$ cat config.mk
export PLATFORM = sky130hd
export DESIGN_NAME = la_sram_sequencer
export DESIGN_NICKNAME = d
export VERILOG_FILES = /design/src/rtl/la_sram_sequencer.sv
export SDC_FILE = /design/constraint.sdc
export NUM_CORES = 1
export LEC_CHECK = 0
export BUFFER_PORTS_ARGS = -buffer_cell sky130_fd_sc_hd__buf_2
export CAP_MARGIN = 20
export CORE_MARGIN = 4
export CORE_UTILIZATION = 45
export DETAILED_ROUTE_END_ITERATION = 8
export PLACE_DENSITY = 0.67
export SLEW_MARGIN = 20
export SYNTH_ARGS = -nofsm -noshare
export SYNTH_HDL_FRONTEND = slang
export SYNTH_SLANG_ARGS = --single-unit
$ cat constraint.sdc
create_clock -name clock -period 11.45 [get_ports clock]
set_clock_uncertainty 0.1 [all_clocks]
set_input_delay 2.29 -clock clock [delete_from_list [all_inputs] [get_ports clock]]
set_output_delay 2.29 -clock clock [all_outputs]
set_load 0.005 [all_outputs]
$ cat src/rtl/la_sram_sequencer.sv
// Sequencer for the two SQI sample SRAMs: WRITE-header + sample streaming on capture,
// READ-header + dummy clocks + host-stepped nibble fetch on readback.
module la_sram_sequencer #(
  parameter int LA_WIDTH     = 8,
  parameter int CNT_WIDTH    = 23,
  parameter int ADDR_NIBBLES = 6
) (
  input  logic                 clock,
  input  logic                 reset_n,
  input  logic                 cap_start,
  input  logic                 rd_start,
  input  logic                 rd_step,
  input  logic                 abort,
  input  logic [CNT_WIDTH-1:0] samples_post,
  input  logic [LA_WIDTH-1:0]  la_data,
  input  logic [LA_WIDTH-1:0]  sio_in,
  output logic [LA_WIDTH-1:0]  sio_out,
  output logic                 sio_oe,
  output logic                 sram_cs_n,
  output logic                 sram_clk_en,
  output logic [LA_WIDTH-1:0]  rd_data,
  output logic                 rd_valid,
  output logic                 busy,
  output logic                 cap_done,
  output logic [CNT_WIDTH-1:0] sample_count
);

  localparam int NIB  = LA_WIDTH / 4;
  localparam int PH_W = (ADDR_NIBBLES > 2) ? $clog2(ADDR_NIBBLES) : 1;

  typedef enum logic [3:0] {
    S_IDLE, S_W_CMD, S_W_ADDR, S_CAPTURE, S_W_END,
    S_R_CMD, S_R_ADDR, S_R_DUMMY, S_R_WAIT, S_R_CLK, S_R_SAMPLE
  } state_t;

  state_t               r_state, w_state_nxt;
  logic [PH_W-1:0]      r_ph, w_ph_nxt;
  logic [CNT_WIDTH-1:0] r_lim, w_lim_nxt;
  logic [CNT_WIDTH-1:0] r_sample_count, w_cnt_nxt;
  logic [LA_WIDTH-1:0]  r_sio_out, w_sio_nxt;
  logic [LA_WIDTH-1:0]  r_rd_data, w_rd_data_nxt;
  logic                 r_sio_oe, w_oe_nxt;
  logic                 r_cs_n, w_cs_n_nxt;
  logic                 r_clk_en, w_clk_en_nxt;
  logic                 r_rd_valid, w_rd_valid_nxt;
  logic                 r_busy, w_busy_nxt;
  logic                 r_cap_done, w_cap_done_nxt;
  logic                 w_ph_last_cmd, w_ph_last_addr, w_last_sample;

  assign w_ph_last_cmd  = (r_ph == PH_W'(1));
  assign w_ph_last_addr = (r_ph == PH_W'(ADDR_NIBBLES - 1));
  // In CAPTURE the count already includes the sample on the pins, so compare one back.
  assign w_last_sample  = ((r_sample_count - CNT_WIDTH'(1)) == r_lim);

  always_comb begin
    w_state_nxt    = r_state;
    w_ph_nxt       = r_ph;
    w_lim_nxt      = r_lim;
    w_cnt_nxt      = r_sample_count;
    w_cap_done_nxt = r_cap_done;
    w_rd_data_nxt  = r_rd_data;
    w_sio_nxt      = '0;
    w_oe_nxt       = 1'b0;
    w_cs_n_nxt     = 1'b1;
    w_clk_en_nxt   = 1'b0;
    w_rd_valid_nxt = 1'b0;

    if (abort) begin
      w_state_nxt = S_IDLE;
    end else begin
      case (r_state)
        S_IDLE: begin
          if (cap_start) begin
            w_state_nxt    = S_W_CMD;
            w_ph_nxt       = '0;
            w_lim_nxt      = samples_post;
            w_cnt_nxt      = '0;
            w_cap_done_nxt = 1'b0;
          end else if (rd_start) begin
            w_state_nxt    = S_R_CMD;
            w_ph_nxt       = '0;
            w_cap_done_nxt = 1'b0;
          end
        end
        S_W_CMD: begin
          if (w_ph_last_cmd) begin
            w_state_nxt = S_W_ADDR;
            w_ph_nxt    = '0;
          end else begin
            w_ph_nxt = r_ph + PH_W'(1);
          end
        end
        S_W_ADDR: begin
          if (w_ph_last_addr) begin
            w_state_nxt = S_CAPTURE;
            w_ph_nxt    = '0;
          end else begin
            w_ph_nxt = r_ph + PH_W'(1);
          end
        end
        S_CAPTURE:  if (w_last_sample) w_state_nxt = S_W_END;
        S_W_END:    w_state_nxt = S_IDLE;
        S_R_CMD: begin
          if (w_ph_last_cmd) begin
            w_state_nxt = S_R_ADDR;
            w_ph_nxt    = '0;
          end else begin
            w_ph_nxt = r_ph + PH_W'(1);
          end
        end
        S_R_ADDR: begin
          if (w_ph_last_addr) begin
            w_state_nxt = S_R_DUMMY;
            w_ph_nxt    = '0;
          end else begin
            w_ph_nxt = r_ph + PH_W'(1);
          end
        end
        S_R_DUMMY: begin
          if (w_ph_last_cmd) begin
            w_state_nxt = S_R_WAIT;
            w_ph_nxt    = '0;
          end else begin
            w_ph_nxt = r_ph + PH_W'(1);
          end
        end
        S_R_WAIT:   if (rd_step) w_state_nxt = S_R_CLK;
        S_R_CLK:    w_state_nxt = S_R_SAMPLE;
        S_R_SAMPLE: w_state_nxt = S_R_WAIT;
        default:    w_state_nxt = S_IDLE;
      endcase
    end

    // Pin values are decoded from the state being entered so they register with it.
    case (w_state_nxt)
      S_W_CMD, S_R_CMD: begin
        w_cs_n_nxt   = 1'b0;
        w_oe_nxt     = 1'b1;
        w_clk_en_nxt = 1'b1;
        if (w_ph_nxt == PH_W'(1))
          w_sio_nxt = (w_state_nxt == S_W_CMD) ? {NIB{4'h2}} : {NIB{4'h3}};
      end
      S_W_ADDR, S_R_ADDR: begin
        w_cs_n_nxt   = 1'b0;
        w_oe_nxt     = 1'b1;
        w_clk_en_nxt = 1'b1;
      end
      S_CAPTURE: begin
        w_cs_n_nxt   = 1'b0;
        w_oe_nxt     = 1'b1;
        w_clk_en_nxt = 1'b1;
        w_sio_nxt    = la_data;
        w_cnt_nxt    = r_sample_count + CNT_WIDTH'(1);
      end
      S_W_END:   w_cap_done_nxt = 1'b1;
      S_R_DUMMY, S_R_CLK: begin
        w_cs_n_nxt   = 1'b0;
        w_clk_en_nxt = 1'b1;
      end
      S_R_WAIT:  w_cs_n_nxt = 1'b0;
      S_R_SAMPLE: begin
        w_cs_n_nxt     = 1'b0;
        w_rd_data_nxt  = sio_in;
        w_rd_valid_nxt = 1'b1;
      end
      default: ;
    endcase

    w_busy_nxt = (w_state_nxt != S_IDLE);
  end

  always_ff @(posedge clock or negedge reset_n) begin
    if (!reset_n) begin
      r_state        <= S_IDLE;
      r_ph           <= '0;
      r_lim          <= '0;
      r_sample_count <= '0;
      r_sio_out      <= '0;
      r_rd_data      <= '0;
      r_sio_oe       <= 1'b0;
      r_cs_n         <= 1'b1;
      r_clk_en       <= 1'b0;
      r_rd_valid     <= 1'b0;
      r_busy         <= 1'b0;
      r_cap_done     <= 1'b0;
    end else begin
      r_state        <= w_state_nxt;
      r_ph           <= w_ph_nxt;
      r_lim          <= w_lim_nxt;
      r_sample_count <= w_cnt_nxt;
      r_sio_out      <= w_sio_nxt;
      r_rd_data      <= w_rd_data_nxt;
      r_sio_oe       <= w_oe_nxt;
      r_cs_n         <= w_cs_n_nxt;
      r_clk_en       <= w_clk_en_nxt;
      r_rd_valid     <= w_rd_valid_nxt;
      r_busy         <= w_busy_nxt;
      r_cap_done     <= w_cap_done_nxt;
    end
  end

  assign sio_out      = r_sio_out;
  assign sio_oe       = r_sio_oe;
  assign sram_cs_n    = r_cs_n;
  assign sram_clk_en  = r_clk_en;
  assign rd_data      = r_rd_data;
  assign rd_valid     = r_rd_valid;
  assign busy         = r_busy;
  assign cap_done     = r_cap_done;
  assign sample_count = r_sample_count;

endmodule

### Word level (Yosys, flattened, before mapping)

Index checks and enable logic that the tools add are counted.

* reductions and logical operators: 15
* mux-type cells: 33
* bitwise operators: 1
* $add $sub $neg: 3
* equality and inequality tests: 25

Operator list (number)
* two-way mux 23 bit: 4
* two-way mux 4 bit: 10
* case mux 4 bit (10 select lines): 1
* == test 4 x 3 -> 1 bit, second input constant: 7
* == test 4 bit, second input constant: 6
* adder 23 x 1 -> 23 bit, second input constant: 1
* == test 23 bit: 1
* subtractor 23 x 1 -> 23 bit, second input constant: 1
* == test 4 x 2 -> 1 bit, second input constant: 4
* case mux 8 bit (2 select lines): 1
* two-way mux 3 bit: 5
* two-way mux 1 bit: 9
* case mux 3 bit (3 select lines): 1
* AND reduction 3 bit: 3
* OR reduction 9 bit: 1
* == test 4 x 1 -> 1 bit, second input constant: 2
* OR reduction 7 bit: 1
* == test 3 x 1 -> 1 bit, second input constant: 2
* two-way mux 6 bit: 1
* nonzero test 2 bit: 3
* two-way mux 5 bit: 1
* OR reduction 5 bit: 1
* logical NOT 4 bit: 1
* inequality test 2 x 1 -> 1 bit, second input constant: 2
* other kinds (7): 8

* bits in registers: 75
* input bits: 45

### Depth between registers and ports, before layout

* word-level depth: 9
* gate-level depth with buffers: 15
* gate-level depth less buffers: 11

### Worst setup path after synthesis

Ideal clock, no wire load.

* path type: input -> register
* start: input port cap_start
* end: register r_sample_count[12], in the netlist sample_count[12]
* stages: 10
* arrival time: 4131 ps
* data required time: 11255 ps
* path slack: 7123 ps
* cells stage by stage: nor2_1 > o21ai_0 > a32oi_1 > o22ai_1 > nand2_1 > or3b_2 > o21ai_2 > buf_6 > mux2_2 > o31ai_1

* cells in the longest elaborated chain, start to end: 6
* elaborated cells between the ends (all ways): 9
* those cells by class: 2 x eq/ne; 4 x mux; 3 x reduce/logical

Ends and longest elaborated chain
* start: declaration: line 10 `input logic cap_start,`
* two-way mux 4 bit: line 73 `if (cap_start) begin`
* case mux 4 bit (10 select lines): line 71 `case (r_state)`
* two-way mux 4 bit: line 68 `if (abort) begin`
* == test 4 x 2 -> 1 bit: line 135 `case (w_state_nxt)`
* inequality test 2 x 1 -> 1 bit (no line) / nonzero test 2 bit (equally long branches)
* AND reduction 3 bit (no line)
* end signal: assignment: line 190 `r_sample_count <= w_cnt_nxt;`
* end: declaration: line 39 `logic [CNT_WIDTH-1:0] r_sample_count, w_cnt_nxt;`

Several ways; a longest one is shown, not always the timed one.
A chain may end at the register's enable or synchronous reset.

### Worst setup path in the final report

* start: input port cap_start
* end: register r_sample_count[6], in the netlist sample_count[6]

Same word-level chain as after synthesis.

==> out/results.txt <==
Status: complete, no violations
Yosys cell types: 61
Largest stage delay on the critical path: 0.48 ns
H-tree depth: 3
CP arrival: 4.68 ns
Site Rows: 35
First-pass GRT wire length: 18,560 um
Syn Inst Count: 531
Top-level port count: 90
Worst EP required: 11.62 ns
Warning count from the yosys run: 0
Pwr dens: 181.8 nW/um^2
Max FO, Critical Path: 48
Avg Vias per Cell: 5.515
Final hold vios: 0
Remaining DRCs: 0
Hold buffer count at CTS: 0
Core area: 9415 um^2
Critical path class: in2reg
Vias: 4,048
RSZ-0062 raised after global routing: no
Initial antenna violation count: 0
HP Class: reg2reg
Syn_nets: 580
Async S/R FF share, synth: 100.0%
Clk sink count: 75
N_diodes: 0
WP buf/inv: 2
Drt first-iter violations: 242
Starting Density: 47.08%
Die Wd: 107.3 um
Fmax: 221.5 MHz
Largest net degree at the start of global routing: 76
Number of buffers added on ports: 89
Clk_lat worst skew: 0.35 ns
CTS buffer count: 9
Final #Nets: 649
CTS tree: done
Global Route Usage Sum: 19.97%
Post-CTS sizing: 0
Postcts setup bufs: 0
Vias in the first global route: 3,829
WL/cell: 15.04 um
Area Growth Syn to Fin: 14.99%
Critical path cell sequence: buf_2 -> nor2_1 -> o21ai_0 -> a32oi_1 -> o22ai_1 -> nand2_1 -> or3b_2 -> o21ai_2 -> buf_4 -> mux2_2 -> o31ai_1
Die Y: 107.3 um
Fin Setup TNS: 0 ns
Max cap viols: 0
Total die area: 11,500 um^2
Count of state elements after synthesis: 75
Ys flop type: dfrtp_1
Crit share post-route: 39.43%
Number of synthesized flops with an enable pin: 0
GP Congestion: 0.8612
Area contributors post-synth: dfrtp_1, nand2_1, xor2_1
Kind of cell adding the most delay to the critical path: simple AND/OR/NAND/NOR gates
Worst vdd ir: 0.00008007 V
Final Setup Violations: 0
Total grt overflow: 0
Clk slew on worst S/H paths: 0.09 ns
Post-synth top area share: 41.77%
Routed WL: 11,040 um
Avg Inst Size Synth: 8.348 um^2
Final antenna-violating net count: 0
Startpoint class of the critical path: primary input
DPL Wire Length: 7867 um
Netlist Area Pre-Place: 4433 um^2
Slowest stage cell, crit path: or3b_2
CTS root buf: clkbuf_8
Layout cell share with drive strength beyond 1: 20.00%
Leakage: 2.551 nW
Synth area leader: dfrtp_1
Post-layout minimum cycle time: 4.515 ns
Fin util: 54.14%
First drt pass iteration count: 4
Slew Viols, Final: 0
Least-Margin Pin Slew: 0.9340 ns
Critical Path End Type: flip-flop
Clock buffer depth: 2
Relative slew slack: 37.73%
Sequential cell area fraction in the yosys report: 42.37%
==> worst reg2reg max path, cell delays in order, from the launching register on <==
cell	delay, ns
dfrtp_1	0.50
inv_1	0.15
ha_1	0.27
or4b_2	0.76
nor4_1	0.28
xnor2_1	0.13
nor4_1	0.28
o2111ai_1	0.18
a2111o_1	0.49
o21ai_2	0.17
buf_4	0.41
mux2_2	0.39
o31ai_1	0.06
==> cells in the mapped netlist (2+ instances only) <==
cell type    n
nand2_1    126
dfrtp_1     74
nor2_1      29
inv_1       24
a21oi_1     23
clkbuf_1    23
o21ai_0     18
nand3_1     17
nor3_1      16
xor2_1      14
or3_1       11
xnor2_1     11
o31ai_1     10
nand2b_1     9
nand4_1      8
nor4_1       8
or4_1        8
nor2b_1      7
o22ai_1      6
buf_6        5
mux2i_1      5
a21o_1       4
and3_1       4
ha_1         4
mux2_2       4
nand3b_1     4
o211ai_1     4
a31o_1       3
a31oi_1      3
a32oi_1      3
buf_1        3
buf_2        3
o2111ai_1    3
o21ai_1      3
a2111o_1     2
a21boi_0     2
a22o_1       2
nor3b_1      2
o211a_1      2
o311ai_0     2
or4_4        2
==> metal layers <==
metal  share of wire, %  GRT usage (%)  vias to the layer above
met2                 48          31.55                      122
met1                 45          27.41                     1921
met3                6.0          3.779                       19
li1                   -              -                     1986
met5                  0              0                        -
met4                1.8          7.123                        0
==> path summary, 6_finish.rpt <==
path                                 start         endpoint  slack, ns  depth (start not counted)
hold / removal                  rd_data[5]       rd_data[5]       0.38                          2
setup / recovery                 cap_start  sample_count[6]       6.93                         11
hold reg to reg                 rd_data[5]       rd_data[5]       0.38                          2
max in group asynchronous          reset_n         r_lim[0]       8.67                          1
setup reg to reg           sample_count[0]  sample_count[6]       7.20                         12
min in group asynchronous          reset_n          r_ph[2]       1.98                          1
==> cell families (layout without fill, tap and decap cells) <==
family / count (synthesis) / in the layout / share of synthesized area (%)
xor+xnor: 25 / 25 / 4.939
compound gates: 101 / 101 / 15.69
flops: 75 / 75 / 42.37
buf+inv: 59 / 133 / 5.927
fa+ha+maj: 4 / 4 / 1.129
mux: 9 / 9 / 2.145
simple gates: 258 / 258 / 27.80
==> report_power, final <==
group | internal (mW) | total (mW) | leakage, nW | switching [mW]
sequential | 0.327 | 0.388 | 0.999 | 0.0602
clock | 0.107 | 0.210 | 0.0987 | 0.103
combinational | 0.142 | 0.329 | 1.45 | 0.187
==> through the flow <==
step | hold WS [ns] | instances | total power, mW | instance area (um^2) | worst slack (ns)
after global placement | 0.3567 | 718 | 0.7083 | 4896 | 6.625
after global routing | 0.4104 | 734 | 0.9986 | 5097 | 6.754
after detailed placement | 0.3640 | 718 | 0.7219 | 4896 | 6.574
final | 0.3816 | 734 | 0.9268 | 5097 | 6.935
after floorplan | 0.3601 | 531 | 0.6308 | 4433 | 7.123
after CTS | 0.3852 | 734 | 0.9333 | 5097 | 6.939
==> final cells by class <==
class                      instances  area (um^2)
multi-input combinational        397         2292
clock buffer                      10        137.6
inverter                          25        93.84
timing repair buffer              92        470.5
sequential                        75         1878
clock inverter                     6        63.81
tap                              129        161.4
fill                             885         4318
==> registers in the layout, indices dropped and copies added, names as in the netlist, 3 cells and up <==
name and cells:
r_lim 23, r_ph 3, r_state 4, rd_data 8
sample_count 23, sio_out 8
==> layout by cell type, fill, tap and decap left out, types with 10 or more instances in the layout <==
master / count
o21ai_0: 18
nor3_1: 16
nand3_1: 17
xor2_1: 14
o31ai_1: 10
inv_1: 24
buf_2: 88
clkbuf_8: 10
nand2_1: 126
xnor2_1: 11
dfrtp_1: 74
nor2_1: 29
a21oi_1: 23
or3_1: 11
Power figures use the tool's default switching activity.
